### src/rtl/hit_memory_readout.sv
// hit_memory_readout: scans the HitsNewMemory rows and, for each set bit in
// ascending SSID order, fetches the HitsCountMemory word and emits one
// {SSID, hit count, HLM address} record on a valid/ready stream.
// Optional feature macro: READOUT_CLEAR_EN (clears each HNM row that produced
// records, on the SCAN cycle that finishes that row).
module hit_memory_readout #(
   parameter int unsigned COLINDEXBITS_HNM = 4,
   parameter int unsigned ROWINDEXBITS_HNM = 4,
   parameter int unsigned SSIDBITS         = 8,
   parameter int unsigned NCOLS_HCM        = 16,
   parameter int unsigned ROWINDEXBITS_HLM = 8,
   parameter int unsigned MAXHITNBITS      = 4
) (
   input  logic                              clock,
   input  logic                              resetN,
   input  logic                              startRead,
   output logic                              readBusy,
   output logic                              readDone,
   output logic [ROWINDEXBITS_HNM-1:0]       rowIndex_HNM,
   input  logic [(2**COLINDEXBITS_HNM)-1:0]  dataOutput_HNM,
   output logic [SSIDBITS-1:0]               rowIndex_HCM,
   input  logic [NCOLS_HCM-1:0]              dataOutput_HCM,
   output logic                              outValid,
   input  logic                              outReady,
   output logic [SSIDBITS-1:0]               outSSID,
   output logic [MAXHITNBITS-1:0]            outHitCount,
   output logic [ROWINDEXBITS_HLM-1:0]       outHLMAddress
`ifdef READOUT_CLEAR_EN
   ,
   output logic                              writeEnable_HNM,
   output logic [(2**COLINDEXBITS_HNM)-1:0]  dataInput_HNM
`endif
);

   localparam int unsigned NCOLS_HNM = 2**COLINDEXBITS_HNM;
   localparam int unsigned NROWS_HNM = 2**ROWINDEXBITS_HNM;

   localparam logic [2:0] S_IDLE     = 3'd0;
   localparam logic [2:0] S_ROWREQ   = 3'd1;
   localparam logic [2:0] S_ROWLATCH = 3'd2;
   localparam logic [2:0] S_SCAN     = 3'd3;
   localparam logic [2:0] S_HCMREQ   = 3'd4;
   localparam logic [2:0] S_HCMLATCH = 3'd5;
   localparam logic [2:0] S_EMIT     = 3'd6;
   localparam logic [2:0] S_DONE     = 3'd7;

   logic [2:0]                  r_state,    w_state_nxt;
   logic [ROWINDEXBITS_HNM-1:0] r_row,      w_row_nxt;
   logic [NCOLS_HNM-1:0]        r_mask,     w_mask_nxt;
   logic                        r_busy,     w_busy_nxt;
   logic                        r_done,     w_done_nxt;
   logic [SSIDBITS-1:0]         r_hcm_addr, w_hcm_addr_nxt;
   logic                        r_valid,    w_valid_nxt;
   logic [SSIDBITS-1:0]         r_ssid,     w_ssid_nxt;
   logic [MAXHITNBITS-1:0]      r_cnt,      w_cnt_nxt;
   logic [ROWINDEXBITS_HLM-1:0] r_hlm,      w_hlm_nxt;
   logic [COLINDEXBITS_HNM-1:0] w_col;
   logic                        w_unused_hcm;

   // Middle HCM bits between the count and address fields carry nothing for us.
   assign w_unused_hcm = ^dataOutput_HCM;

   // Lowest set bit of the pending row mask (scan from the top so the lowest wins).
   always_comb begin
      w_col = '0;
      for (int i = int'(NCOLS_HNM) - 1; i >= 0; i--) begin
         if (r_mask[i]) w_col = COLINDEXBITS_HNM'(i);
      end
   end

   // Next-state and next-register logic for the scan.
   always_comb begin
      w_state_nxt    = r_state;
      w_row_nxt      = r_row;
      w_mask_nxt     = r_mask;
      w_busy_nxt     = r_busy;
      w_done_nxt     = 1'b0;
      w_hcm_addr_nxt = r_hcm_addr;
      w_valid_nxt    = r_valid;
      w_ssid_nxt     = r_ssid;
      w_cnt_nxt      = r_cnt;
      w_hlm_nxt      = r_hlm;
      case (r_state)
         S_IDLE: begin
            if (startRead) begin
               w_row_nxt   = '0;
               w_busy_nxt  = 1'b1;
               w_state_nxt = S_ROWREQ;
            end
         end
         S_ROWREQ:   w_state_nxt = S_ROWLATCH;
         S_ROWLATCH: begin
            w_mask_nxt  = dataOutput_HNM;
            w_state_nxt = S_SCAN;
         end
         S_SCAN: begin
            if (r_mask == '0) begin
               if (r_row == ROWINDEXBITS_HNM'(NROWS_HNM - 1)) begin
                  w_busy_nxt  = 1'b0;
                  w_done_nxt  = 1'b1;
                  w_state_nxt = S_DONE;
               end else begin
                  w_row_nxt   = r_row + ROWINDEXBITS_HNM'(1);
                  w_state_nxt = S_ROWREQ;
               end
            end else begin
               w_mask_nxt     = r_mask & (r_mask - NCOLS_HNM'(1));
               w_hcm_addr_nxt = SSIDBITS'({r_row, w_col});
               w_state_nxt    = S_HCMREQ;
            end
         end
         S_HCMREQ:   w_state_nxt = S_HCMLATCH;
         S_HCMLATCH: begin
            w_ssid_nxt  = r_hcm_addr;
            w_cnt_nxt   = dataOutput_HCM[MAXHITNBITS-1:0];
            w_hlm_nxt   = dataOutput_HCM[NCOLS_HCM-1 -: ROWINDEXBITS_HLM];
            w_valid_nxt = 1'b1;
            w_state_nxt = S_EMIT;
         end
         S_EMIT: begin
            if (outReady) begin
               w_valid_nxt = 1'b0;
               w_state_nxt = S_SCAN;
            end
         end
         S_DONE:  w_state_nxt = S_IDLE;
         default: w_state_nxt = S_IDLE;
      endcase
   end

   // State and output registers; reset aborts any scan in progress.
   always_ff @(posedge clock or negedge resetN) begin
      if (!resetN) begin
         r_state    <= S_IDLE;
         r_row      <= '0;
         r_mask     <= '0;
         r_busy     <= 1'b0;
         r_done     <= 1'b0;
         r_hcm_addr <= '0;
         r_valid    <= 1'b0;
         r_ssid     <= '0;
         r_cnt      <= '0;
         r_hlm      <= '0;
      end else begin
         r_state    <= w_state_nxt;
         r_row      <= w_row_nxt;
         r_mask     <= w_mask_nxt;
         r_busy     <= w_busy_nxt;
         r_done     <= w_done_nxt;
         r_hcm_addr <= w_hcm_addr_nxt;
         r_valid    <= w_valid_nxt;
         r_ssid     <= w_ssid_nxt;
         r_cnt      <= w_cnt_nxt;
         r_hlm      <= w_hlm_nxt;
      end
   end

   assign readBusy      = r_busy;
   assign readDone      = r_done;
   assign rowIndex_HNM  = r_row;
   assign rowIndex_HCM  = r_hcm_addr;
   assign outValid      = r_valid;
   assign outSSID       = r_ssid;
   assign outHitCount   = r_cnt;
   assign outHLMAddress = r_hlm;

`ifdef READOUT_CLEAR_EN
   logic r_we;

   // A row that emitted records reaches SCAN with an empty mask only straight
   // out of EMIT, so arm the clear on the accepting handshake of its last bit.
   always_ff @(posedge clock or negedge resetN) begin
      if (!resetN) r_we <= 1'b0;
      else         r_we <= (r_state == S_EMIT) && outReady && (r_mask == '0);
   end

   assign writeEnable_HNM = r_we;
   assign dataInput_HNM   = '0;
`else
   // HNM port B stays read-only in this build.
`endif

endmodule

### config.mk
export PLATFORM = sky130hd
export DESIGN_NAME = hit_memory_readout
export DESIGN_NICKNAME = d
export VERILOG_FILES = /design/src/rtl/hit_memory_readout.sv
export SDC_FILE = /design/constraint.sdc
export NUM_CORES = 1
export LEC_CHECK = 0
export BUFFER_PORTS_ARGS = -buffer_cell sky130_fd_sc_hd__buf_4
export CAP_MARGIN = 20
export CORE_MARGIN = 5
export CORE_UTILIZATION = 50
export DETAILED_ROUTE_END_ITERATION = 7
export PLACE_DENSITY = 0.77
export REMOVE_ABC_BUFFERS = 1
export SLEW_MARGIN = 20
export SYNTH_ARGS = -nofsm -noshare
export SYNTH_HDL_FRONTEND = slang
export SYNTH_SLANG_ARGS = --single-unit
export TNS_END_PERCENT = 20
### constraint.sdc
create_clock -name clock -period 3.95 [get_ports clock]
set_clock_uncertainty 0.15 [all_clocks]
set_input_delay 0 -clock clock [delete_from_list [all_inputs] [get_ports clock]]
set_output_delay 0 -clock clock [all_outputs]
set_load 0.05 [all_outputs]
==> flow_metrics.py, run 1 <==
metrics = {
    "cts": {
        "clockRootBuffer": "clkbuf_8",
        "post_cts_resize_count": 0,
        "postCtsSetupBuffers": 0,
        "worst_setup_hold_path_clk_slew_ns": 0.10,
        "cts_tree": "built",
        "htree_levels": 2,
        "clk_latency_ns": 0.30,
        "max-clock-path-buffers": 2,
        "tritoncts_num_sinks": 54,
        "cts_hold_repair.buffers": 32,
        "cts_buffers": 5,
    },
    "pwr": {
        "seqPwrFrac_pct": 37.1,
        "power_mw": 2.85,
        "worst_vdd_drop_v": 0.000391,
        "pwr_density_nw_per_um2": 821,
        "power.share.clock_pct": 11.3,
        "cellLeakagePower_nw": 1.61,
        "comb_power_share_pct": 51.5,
        "internal-power_mw": 1.48,
        "p_sw_share_pct": 48.2,
        "switching_power_mw": 1.37,
    },
    "sta": {
        "max_slew.worst_pin.slew_ns": 1.00,
        "worst_hold_slack_ns": 0.118,
        "worst_slew_margin_pct": 32.8,
        "rsz_0062_raised_after_global_routing": "false",
        "timing.final.max_slew_violations": 0,
        "setup-tns-final_ns": 0,
        "hold_viol": 0,
        "final_min_period_over_clock_period_pct": 64.4,
        "finalSetupViolations": 0,
        "period_minus_slack_ns": 2.55,
        "fmax_mhz": 393,
        "final.setup.worst_slack_ns": 1.40,
    },
    "floorplan": {
        "floorplan.initialDensity_pct": 52.5,
        "io_pins": 71,
        "vertical_extent_of_the_die_um": 80.9,
        "rows": 25,
        "floorplan.die.width_um": 80.9,
        "design.core.area_sq_um": 4790,
        "fp.dieArea_sq_um": 6540,
    },
    "global_route": {
        "grt_max_degree": 55,
        "global_route.overflow_total": 0,
        "grt_use_total_pct": 20.5,
        "first_global_vias": 2117,
        "antenna_violations_before_repair": 0,
        "first_pass_grt_wire_length_mm": 10.5,
    },
    "final_layout": {
        "finish.instance_area_sq_um": 3480,
        "fill_cell_count": 363,
        "final-instance-count-excl-fill": 393,
        "layout-drive-gt1-share_pct": 33.7,
        "finish.utilization_pct": 72.7,
        "area_of_combinational_cells_with_multiple_inputs_sq_um": 1100,
        "nNetsFinal": 362,
        "ff_latch_area_sq_um": 1350,
        "n_antenna_cell": 0,
        "layout-area-overhead-vs-synth_pct": 38.4,
    },
    "synth": {
        "post_synth_mux_area_share_pct": 11.2,
        "synth_sequential_area_ratio_pct": 53.8,
        "yosysTopAreaCell": "dfrtp_1",
        "netlist_area_sq_um": 2510,
        "post_synth_num_cell_types": 42,
        "synth_compound_area_share_pct": 17.2,
        "synth.yosys.warnings": 0,
        "synth_fa_ha_area_share_pct": 0.498,
        "synth.avg_cell_area_sq_um": 11.0,
        "synth_cells": 229,
        "top_cells_by_area_in_the_synthesized_netlist": "dfrtp_1 54%, mux2_2 11%, o21ai_0 4.6%",
        "netlist.area_leader.share_pct": 53.8,
        "synth.ff_latch_count": 54,
        "synth_top_family_by_area": "compound AO/OA/AOI/OAI gates",
        "yosys.area_share.simple_pct": 14.9,
        "synth_xor_xnor_area_share_pct": 0,
    },
    "critical_path": {
        "critical_path.slowest_cell": "nor4_2",
        "critPathCaptureType": "flip-flop",
        "reg2reg_slack_ns": 1.40,
        "crit_path_cell_trace": "nor4_2 -> nand4_1 -> o21ai_0 -> o221a_2 -> dlygate4sd3_1",
        "critPathLaunchType": "flip-flop",
        "crit_type": "flip-flop to flip-flop",
        "critical_path.max_fanout": 6,
        "cp.required_ns": 4.05,
        "crit_arrival_ns": 2.64,
        "timing.critical_path.slowest_cell_delay_ns": 0.56,
    },
    "routing": {
        "drt_first_pass_iters": 4,
        "postRouteWirelength_mm": 6.18,
        "drt_first_iter_violations": 133,
        "detail_route.wl_per_cell_um": 15.7,
        "drc": 0,
        "route.vias.total": 2165,
        "final_antenna_net_count": 0,
        "vias_per_cell": 5.51,
    },
    "place": {
        "dpl-instance-area_sq_um": 3050,
        "placed_cells": 353,
        "hpwl_after_detailed_placement_mm": 4.13,
        "dp_slack_ns": 1.59,
        "gp_congestion": 0.835,
        "place.port_buffers": 66,
    },
    "hold_path": {
        "hold_class": "primary input to async pin",
    },
    "run": {
        "maxcap_viol_count": 0,
    },
    "outcome": {
        "status": "finished clean",
    },
}
## cell usage in the layout (no fill, tap or decap), types with 4 or more instances in the layout
cell type / count
clkbuf_8: 6
dfrtp_1: 54
inv_1: 6
nand2_1: 22
o21ai_0: 23
o31ai_1: 5
nor3_1: 4
a22o_1: 7
mux2_2: 24
dlygate4sd3_1: 32
nor2_1: 18
buf_4: 66
a21oi_1: 13
## state kept, by name, summed over array words and instances, names as in the netlist
register	flops
outSSID	8
readBusy	1
r_state	3
r_mask	16
outHLMAddress	8
outHitCount	4
readDone	1
outValid	1
rowIndex_HNM	4
rowIndex_HCM	8
## path summary, 6_finish.rpt
path	from	cells past startpoint	endpoint
worst max-delay path	r_mask[6]	5	r_state[0]
worst min-delay path	resetN	2	outSSID[6]
worst max register to register	r_mask[6]	5	r_state[0]
worst min register to register	outSSID[0]	1	outSSID[0]
max in group asynchronous	resetN	2	r_mask[11]
min in group clock	dataOutput_HNM[6]	4	r_mask[6]
## per-layer routing
layer  GRT usage [%]  share of wire [%]
met1            27.2                 44
met2            34.2                 50
met3            3.33                4.0
met4            6.59                1.5
met5               0                  0
## area by class of cell
class | instances | area share [%]
Clock buffer | 6 | 2.37
Clock inverter | 2 | 0.504
Inverter | 6 | 0.648
Multi-Input combinational cell | 160 | 31.7
Sequential cell | 54 | 38.9
Tap cell | 67 | 2.41
Timing Repair Buffer | 98 | 23.5
## cells in the mapped netlist, drive strengths merged
master,count
a211o,2
a211oi,2
a21o,3
a21oi,13
a221oi,1
a22o,8
a22oi,1
a31oi,1
and4,1
buf,1
clkbuf,8
dfrtp,54
ha,1
inv,6
mux2,24
mux2i,1
nand2,22
nand2b,2
nand3,3
nand3b,1
nand4,2
nand4b,1
nor2,20
nor2b,1
nor3,4
nor4,4
nor4b,1
o211ai,1
o21ai,24
o21bai,2
o221a,1
o22a,1
o2bb2ai,1
o31ai,5
o41ai,1
or2,1
or3,1
or4,3
## power by group through the flow
stage	Clock, mW	Combinational [mW]	Sequential [mW]
6_report	0.323	1.47	1.06
3_3_place_gp	0	1.40	1.05
5_1_grt	0.359	1.58	1.10
3_5_place_dp	0	1.43	1.06
4_1_cts	0.332	1.47	1.05
2_1_floorplan	0	0.591	1.45
## cells by family after synthesis
| kind of cell | count (synthesis) |
|---|---|
| AO/OA/AOI/OAI | 67 |
| buffers and inverters | 15 |
| flip-flops | 54 |
| multiplexers | 25 |
| AND/OR/NAND/NOR | 67 |
| adder cells (fa/ha/maj) | 1 |
## worst max-delay path, delay by kind of cell (launching register included)
family / cells / cell delay [ns]
and+or+nand+nor: 2 / 0.83
AOI/OAI and AO/OA: 2 / 0.51
DFF: 1 / 0.46
buffers and inverters: 1 / 0.54
Power figures use the tool's default switching activity.
==> run 2: changes to the inputs <==
==> constraint.sdc (replaced) <==
create_clock -name clock -period 2.6 [get_ports clock]
set_clock_uncertainty 0.15 [all_clocks]
set_input_delay 0 -clock clock [delete_from_list [all_inputs] [get_ports clock]]
set_output_delay 0 -clock clock [all_outputs]
set_load 0.05 [all_outputs]
==> flow_metrics.py, run 2 (synthesis results as in run 1) <==
metrics = {
    "critical_path": {
        "setup.worst_path.start": "r_mask[6]",
        "crit_cells": 6,
        "worstPathBufferInverterCount": 2,
        "path_delay_family": "buffers and inverters",
        "r2r_end": "r_state[0]",
        "cp.required_ns": 2.70,
        "crit_path_cell_trace": "nor4_2 -> buf_4 -> nand4_1 -> o21ai_0 -> o221a_2 -> dlygate4sd3_1",
        "critical_path.max_fanout": 6,
        "regToRegStartpoint": "r_mask[6]",
        "critPathCaptureType": "flip-flop",
        "endpoint": "r_state[0]",
        "crit_arrival_ns": 2.51,
        "critPathLaunchType": "flip-flop",
        "timing.critical_path.slowest_cell_delay_ns": 0.53,
        "crit_type": "flip-flop to flip-flop",
        "critical_path.slowest_cell": "dlygate4sd3_1",
        "reg2reg_slack_ns": 0.19,
        "worst-r2r-cell-count": 6,
    },
    "hold_path": {
        "hold_class": "primary input to async pin",
    },
    "routing": {
        "vias_per_cell": 5.39,
        "postRouteWirelength_mm": 6.08,
        "detail_route.wl_per_cell_um": 15.2,
        "final_antenna_net_count": 0,
        "drc": 0,
        "drt_first_iter_violations": 140,
        "route.vias.total": 2155,
        "drt_first_pass_iters": 4,
    },
    "final_layout": {
        "finish.instance_area_sq_um": 3530,
        "layout_common_cells": "73 x buf_4, 54 x dfrtp_1, 32 x dlygate4sd3_1",
        "final-instance-count-excl-fill": 400,
        "largest_register_ff_count": 16,
        "largest_register": "r_mask",
        "n_antenna_cell": 0,
        "layout-area-overhead-vs-synth_pct": 40.3,
        "final_common_cell": "buf_4",
        "fill_cell_count": 381,
        "layout-drive-gt1-share_pct": 34.8,
        "nNetsFinal": 369,
    },
    "floorplan": {
        "rows": 25,
        "floorplan.die.width_um": 80.9,
        "fp.dieArea_sq_um": 6540,
        "floorplan.initialDensity_pct": 52.5,
        "vertical_extent_of_the_die_um": 80.9,
        "io_pins": 71,
        "design.core.area_sq_um": 4790,
    },
    "run": {
        "maxcap_viol_count": 0,
    },
    "cts": {
        "worst_setup_hold_path_clk_slew_ns": 0.10,
        "cts_tree": "built",
        "clockRootBuffer": "clkbuf_8",
        "clk_latency_ns": 0.31,
        "post_cts_resize_count": 0,
        "cts_hold_repair.buffers": 32,
        "tritoncts_num_sinks": 54,
        "htree_levels": 2,
        "cts_buffers": 5,
        "max-clock-path-buffers": 2,
        "postCtsSetupBuffers": 0,
    },
    "global_route": {
        "first_global_vias": 2125,
        "first_pass_grt_wire_length_mm": 10.4,
        "antenna_violations_before_repair": 0,
        "grt_use_total_pct": 20.3,
        "grt_max_degree": 55,
        "global_route.overflow_total": 0,
    },
    "pwr": {
        "cellLeakagePower_nw": 1.64,
        "worst_vdd_drop_v": 0.000661,
        "pwr_density_nw_per_um2": 1250,
        "power_mw": 4.39,
    },
    "sta": {
        "rsz_0062_raised_after_global_routing": "false",
        "worst_slew_margin_pct": 55.1,
        "setup-tns-final_ns": 0,
        "hold_viol": 0,
        "finalSetupViolations": 0,
        "max_slew.worst_pin.slew_ns": 0.673,
        "period_minus_slack_ns": 2.41,
        "worst_hold_slack_ns": 0.116,
        "final_min_period_over_clock_period_pct": 92.8,
        "fmax_mhz": 414,
        "timing.final.max_slew_violations": 0,
    },
    "place": {
        "place.port_buffers": 66,
        "gp_congestion": 0.790,
        "hpwl_after_detailed_placement_mm": 4.21,
        "placed_cells": 360,
        "dpl-instance-area_sq_um": 3110,
    },
    "outcome": {
        "status": "finished clean",
    },
}
run 2: layer usage:
metal / routed length [um] / global-route usage (%) / vias to the layer above
met3: 249 / 3.44 / 7
met4: 69 / 5.07 / 0
met1: 2710 / 27.1 / 1051
met2: 3050 / 34.3 / 48
li1: - / - / 1049
met5: 0 / 0 / -
run 2: final cells by class:
type,count,area (sq um),share of cell area (%)
clock buffer,6,82.6,2.34
clock inverter,2,16.3,0.461
inverter,6,22.5,0.639
multi-input combinational,160,1100,31.2
sequential,54,1350,38.3
tap,67,83.8,2.38
timing repair buffer,105,868,24.6
run 2: report_power, final:
part	internal, mW	switching [mW]	leakage (nW)
Sequential	1.18	0.407	0.674
Combinational	0.905	1.40	0.918
Clock	0.220	0.278	0.0478
Total	2.30	2.09	1.64
run 2: worst min path at each step:
| stage | startpoint | cells after the start | to |
|---|---|---|---|
| 2_1_floorplan | resetN | 0 | outHLMAddress[0] |
| 3_3_place_gp | resetN | 1 | rowIndex_HCM[6] |
| 3_5_place_dp | resetN | 1 | outSSID[7] |
| 4_1_cts | resetN | 2 | outSSID[7] |
| 5_1_grt | resetN | 2 | outSSID[7] |
| 6_report | resetN | 2 | outSSID[6] |
run 2: metrics by stage:
stage | setup slack [ns] | util [%]
2_1_floorplan | 0.522 | -
3_3_place_gp | 0.457 | 64.9
3_5_place_dp | 0.447 | 64.9
4_1_cts | 0.193 | 73.7
5_1_grt | 0.0717 | 73.7
6_report | 0.187 | 73.7
run 2: worst reg2reg max path, delay by kind of cell (launching register included):
family                 cells  cell delay, ns
DFF                        1            0.46
and+or+nand+nor            2            0.59
AOI/OAI and AO/OA          2            0.42
buffers and inverters      2            0.74
==> run 3: changes to the inputs <==
--- a/config.mk
+++ b/config.mk
@@ -5,10 +5,11 @@
 export SDC_FILE = /design/constraint.sdc
 export NUM_CORES = 1
 export LEC_CHECK = 0
+export ABC_AREA = 1
 export BUFFER_PORTS_ARGS = -buffer_cell sky130_fd_sc_hd__buf_4
 export CAP_MARGIN = 20
-export CORE_MARGIN = 5
 export CORE_UTILIZATION = 50
+export CTS_BUF_LIST = sky130_fd_sc_hd__clkbuf_4 sky130_fd_sc_hd__clkbuf_8 sky130_fd_sc_hd__clkbuf_16
 export DETAILED_ROUTE_END_ITERATION = 7
 export PLACE_DENSITY = 0.77
 export REMOVE_ABC_BUFFERS = 1
==> flow_metrics.py, run 3 <==
metrics = {
    "critical_path": {
        "path_delay_family": "simple AND/OR/NAND/NOR gates",
        "regToRegStartpoint": "r_state[2]",
        "crit_path_cell_trace": "nor2_4 -> inv_4 -> nor2_8 -> nand2_4 -> nand2_1 -> nand2_1 -> a21oi_2 -> nand2_1 -> a22o_1",
        "critical_path.max_fanout": 14,
        "worst-r2r-cell-count": 9,
        "critical_path.slowest_cell": "dfrtp_1",
        "critPathLaunchType": "flip-flop",
        "cp.required_ns": 2.66,
        "crit_type": "flip-flop to flip-flop",
        "timing.critical_path.slowest_cell_delay_ns": 0.49,
        "worstPathBufferInverterCount": 1,
        "crit_arrival_ns": 2.07,
        "critical_path.most_common_cell": "nand2_1",
        "r2r_end": "r_mask[11]",
        "reg2reg_slack_ns": 0.58,
        "critPathCaptureType": "flip-flop",
    },
    "global_route": {
        "grt_use_total_pct": 21.6,
        "first_global_vias": 1956,
        "first_pass_grt_wire_length_mm": 8.70,
        "grt_max_degree": 55,
        "antenna_violations_before_repair": 0,
        "global_route.overflow_total": 0,
    },
    "routing": {
        "vias_per_cell": 4.84,
        "drt_first_iter_violations": 101,
        "detail_route.wl_per_cell_um": 12.6,
        "postRouteWirelength_mm": 5.42,
        "route.vias.total": 2081,
        "final_antenna_net_count": 0,
        "drc": 0,
        "drt_first_pass_iters": 4,
    },
    "pwr": {
        "cellLeakagePower_nw": 1.74,
        "worst_vdd_drop_v": 0.000565,
        "pwr_density_nw_per_um2": 1260,
    },
    "cts": {
        "clockRootBuffer": "clkbuf_8",
        "worst_setup_hold_path_clk_slew_ns": 0.10,
        "tritoncts_num_sinks": 54,
        "htree_levels": 2,
        "postCtsSetupBuffers": 0,
        "cts_tree": "built",
        "max-clock-path-buffers": 2,
        "clk_latency_ns": 0.31,
        "cts_buffers": 5,
    },
    "floorplan": {
        "design.core.area_sq_um": 4790,
        "vertical_extent_of_the_die_um": 73.2,
        "io_pins": 71,
        "fp.dieArea_sq_um": 5360,
        "floorplan.die.width_um": 73.2,
        "rows": 25,
        "floorplan.initialDensity_pct": 53.0,
    },
    "synth": {
        "synth_cells": 261,
        "synth_sequential_area_ratio_pct": 53.3,
        "synth_most_common_cell": "nand2_1",
        "post_synth_most_frequent_cells": "56 x nand2_1, 54 x dfrtp_1, 30 x inv_1",
        "synth.yosys.warnings": 0,
        "yosys_most_used_dff": "dfrtp_1",
        "netlist.area_leader.share_pct": 53.3,
        "synth.avg_cell_area_sq_um": 9.71,
        "top_cells_by_area_in_the_synthesized_netlist": "dfrtp_1 53%, nand2_1 8.3%, mux2_2 8.0%",
        "edff_count_synth": 0,
        "synth.ff_latch_count": 54,
        "synth-async-reset-ratio_pct": 100,
        "netlist_area_sq_um": 2530,
        "post_synth_num_cell_types": 34,
        "yosysTopAreaCell": "dfrtp_1",
    },
    "final_layout": {
        "n_antenna_cell": 0,
        "largest_register": "r_mask",
        "largest_register_ff_count": 16,
        "layout-area-overhead-vs-synth_pct": 39.3,
        "final_common_cell": "buf_4",
        "layout_common_cells": "69 x buf_4, 56 x nand2_1, 54 x dfrtp_1",
        "layout-drive-gt1-share_pct": 33.6,
        "nNetsFinal": 399,
        "fill_cell_count": 356,
    },
    "run": {
        "maxcap_viol_count": 0,
    },
    "sta": {
        "setup-tns-final_ns": 0,
        "timing.final.max_slew_violations": 0,
        "fmax_mhz": 496,
        "worst_slew_margin_pct": 56.0,
        "hold_viol": 0,
        "finalSetupViolations": 0,
        "max_slew.worst_pin.slew_ns": 0.660,
        "period_minus_slack_ns": 2.02,
        "worst_hold_slack_ns": 0.113,
        "rsz_0062_raised_after_global_routing": "false",
        "final_min_period_over_clock_period_pct": 77.5,
    },
    "place": {
        "place.port_buffers": 66,
        "hpwl_after_detailed_placement_mm": 3.59,
        "gp_congestion": 0.815,
    },
    "outcome": {
        "status": "finished clean",
    },
    "hold_path": {
        "hold_class": "primary input to async pin",
    },
}
## run 3: cells by family after synthesis
logic type	count (synthesis)	synth area share, %
AND/OR/NAND/NOR	94	18.4
flip-flops	54	53.3
AO/OA/AOI/OAI	51	12.6
buffers and inverters	42	6.81
multiplexers	18	8.00
XOR/XNOR	1	0.346
adder cells (fa/ha/maj)	1	0.494
## run 3: metal layers
metal	GRT usage [%]	up-vias	share of wire (%)
met5	0	-	0
met4	7.41	0	1.2
met3	4.97	6	3.8
met2	35.5	43	49
met1	28.2	973	46
li1	-	1059	-
## run 3: per-stage QoR
stage | total power [mW] | utilization [%] | instances | setup WS [ns] | cell area [sq um]
2_1_floorplan | 3.18 | - | 255 | 0.705 | 2510
3_3_place_gp | 3.79 | 64.9 | 391 | 0.639 | 3110
3_5_place_dp | 3.85 | 64.9 | 391 | 0.610 | 3110
4_1_cts | 4.46 | 73.8 | 430 | 0.575 | 3530
5_1_grt | 4.73 | 73.8 | 430 | 0.437 | 3530
6_report | 4.45 | 73.8 | 430 | 0.585 | 3530
## run 3: worst max-delay path by stage
stage	startpoint	end	slack, ns	cells after the start
floorplan	rowIndex_HNM[1]	rowIndex_HNM[0]	0.71	10
global placement	r_state[2]	r_mask[13]	0.64	10
detailed placement	r_state[2]	r_mask[13]	0.61	10
CTS	r_state[2]	r_mask[13]	0.57	10
global route	r_state[2]	r_mask[13]	0.44	10
finish	r_state[2]	r_mask[11]	0.58	9
## run 3: repair_timing
item                                    in CTS  in global routing
endpoints found under the setup margin       0                  0
resized for setup                            0                  0
hold buffers                                31                  0
hold endpoints to repair                    85                  0
## run 3: final cells by class
cell class                      count  area [sq um]  area share, %
Sequential cell                    54          1350           38.3
Tap cell                           67          83.8           2.37
Clock buffer                        6          76.3           2.16
Timing Repair Buffer              100           828           23.5
Inverter                           36           144           4.07
Clock inverter                      2          37.5           1.06
Multi-Input combinational cell    165          1010           28.6
## run 3: report_power, final
group / total (mW) / internal (mW) / switching (mW)
Clock: 0.578 / 0.298 / 0.280
Sequential: 1.40 / 1.17 / 0.224
Combinational: 2.47 / 0.841 / 1.63
## run 3: worst reg2reg max path, delay by kind of cell, from the launching register on
family,cells,cell delay [ns]
AOI/OAI and AO/OA,2,0.31
buffers and inverters,1,0.08
DFF,1,0.49
and+or+nand+nor,6,0.90
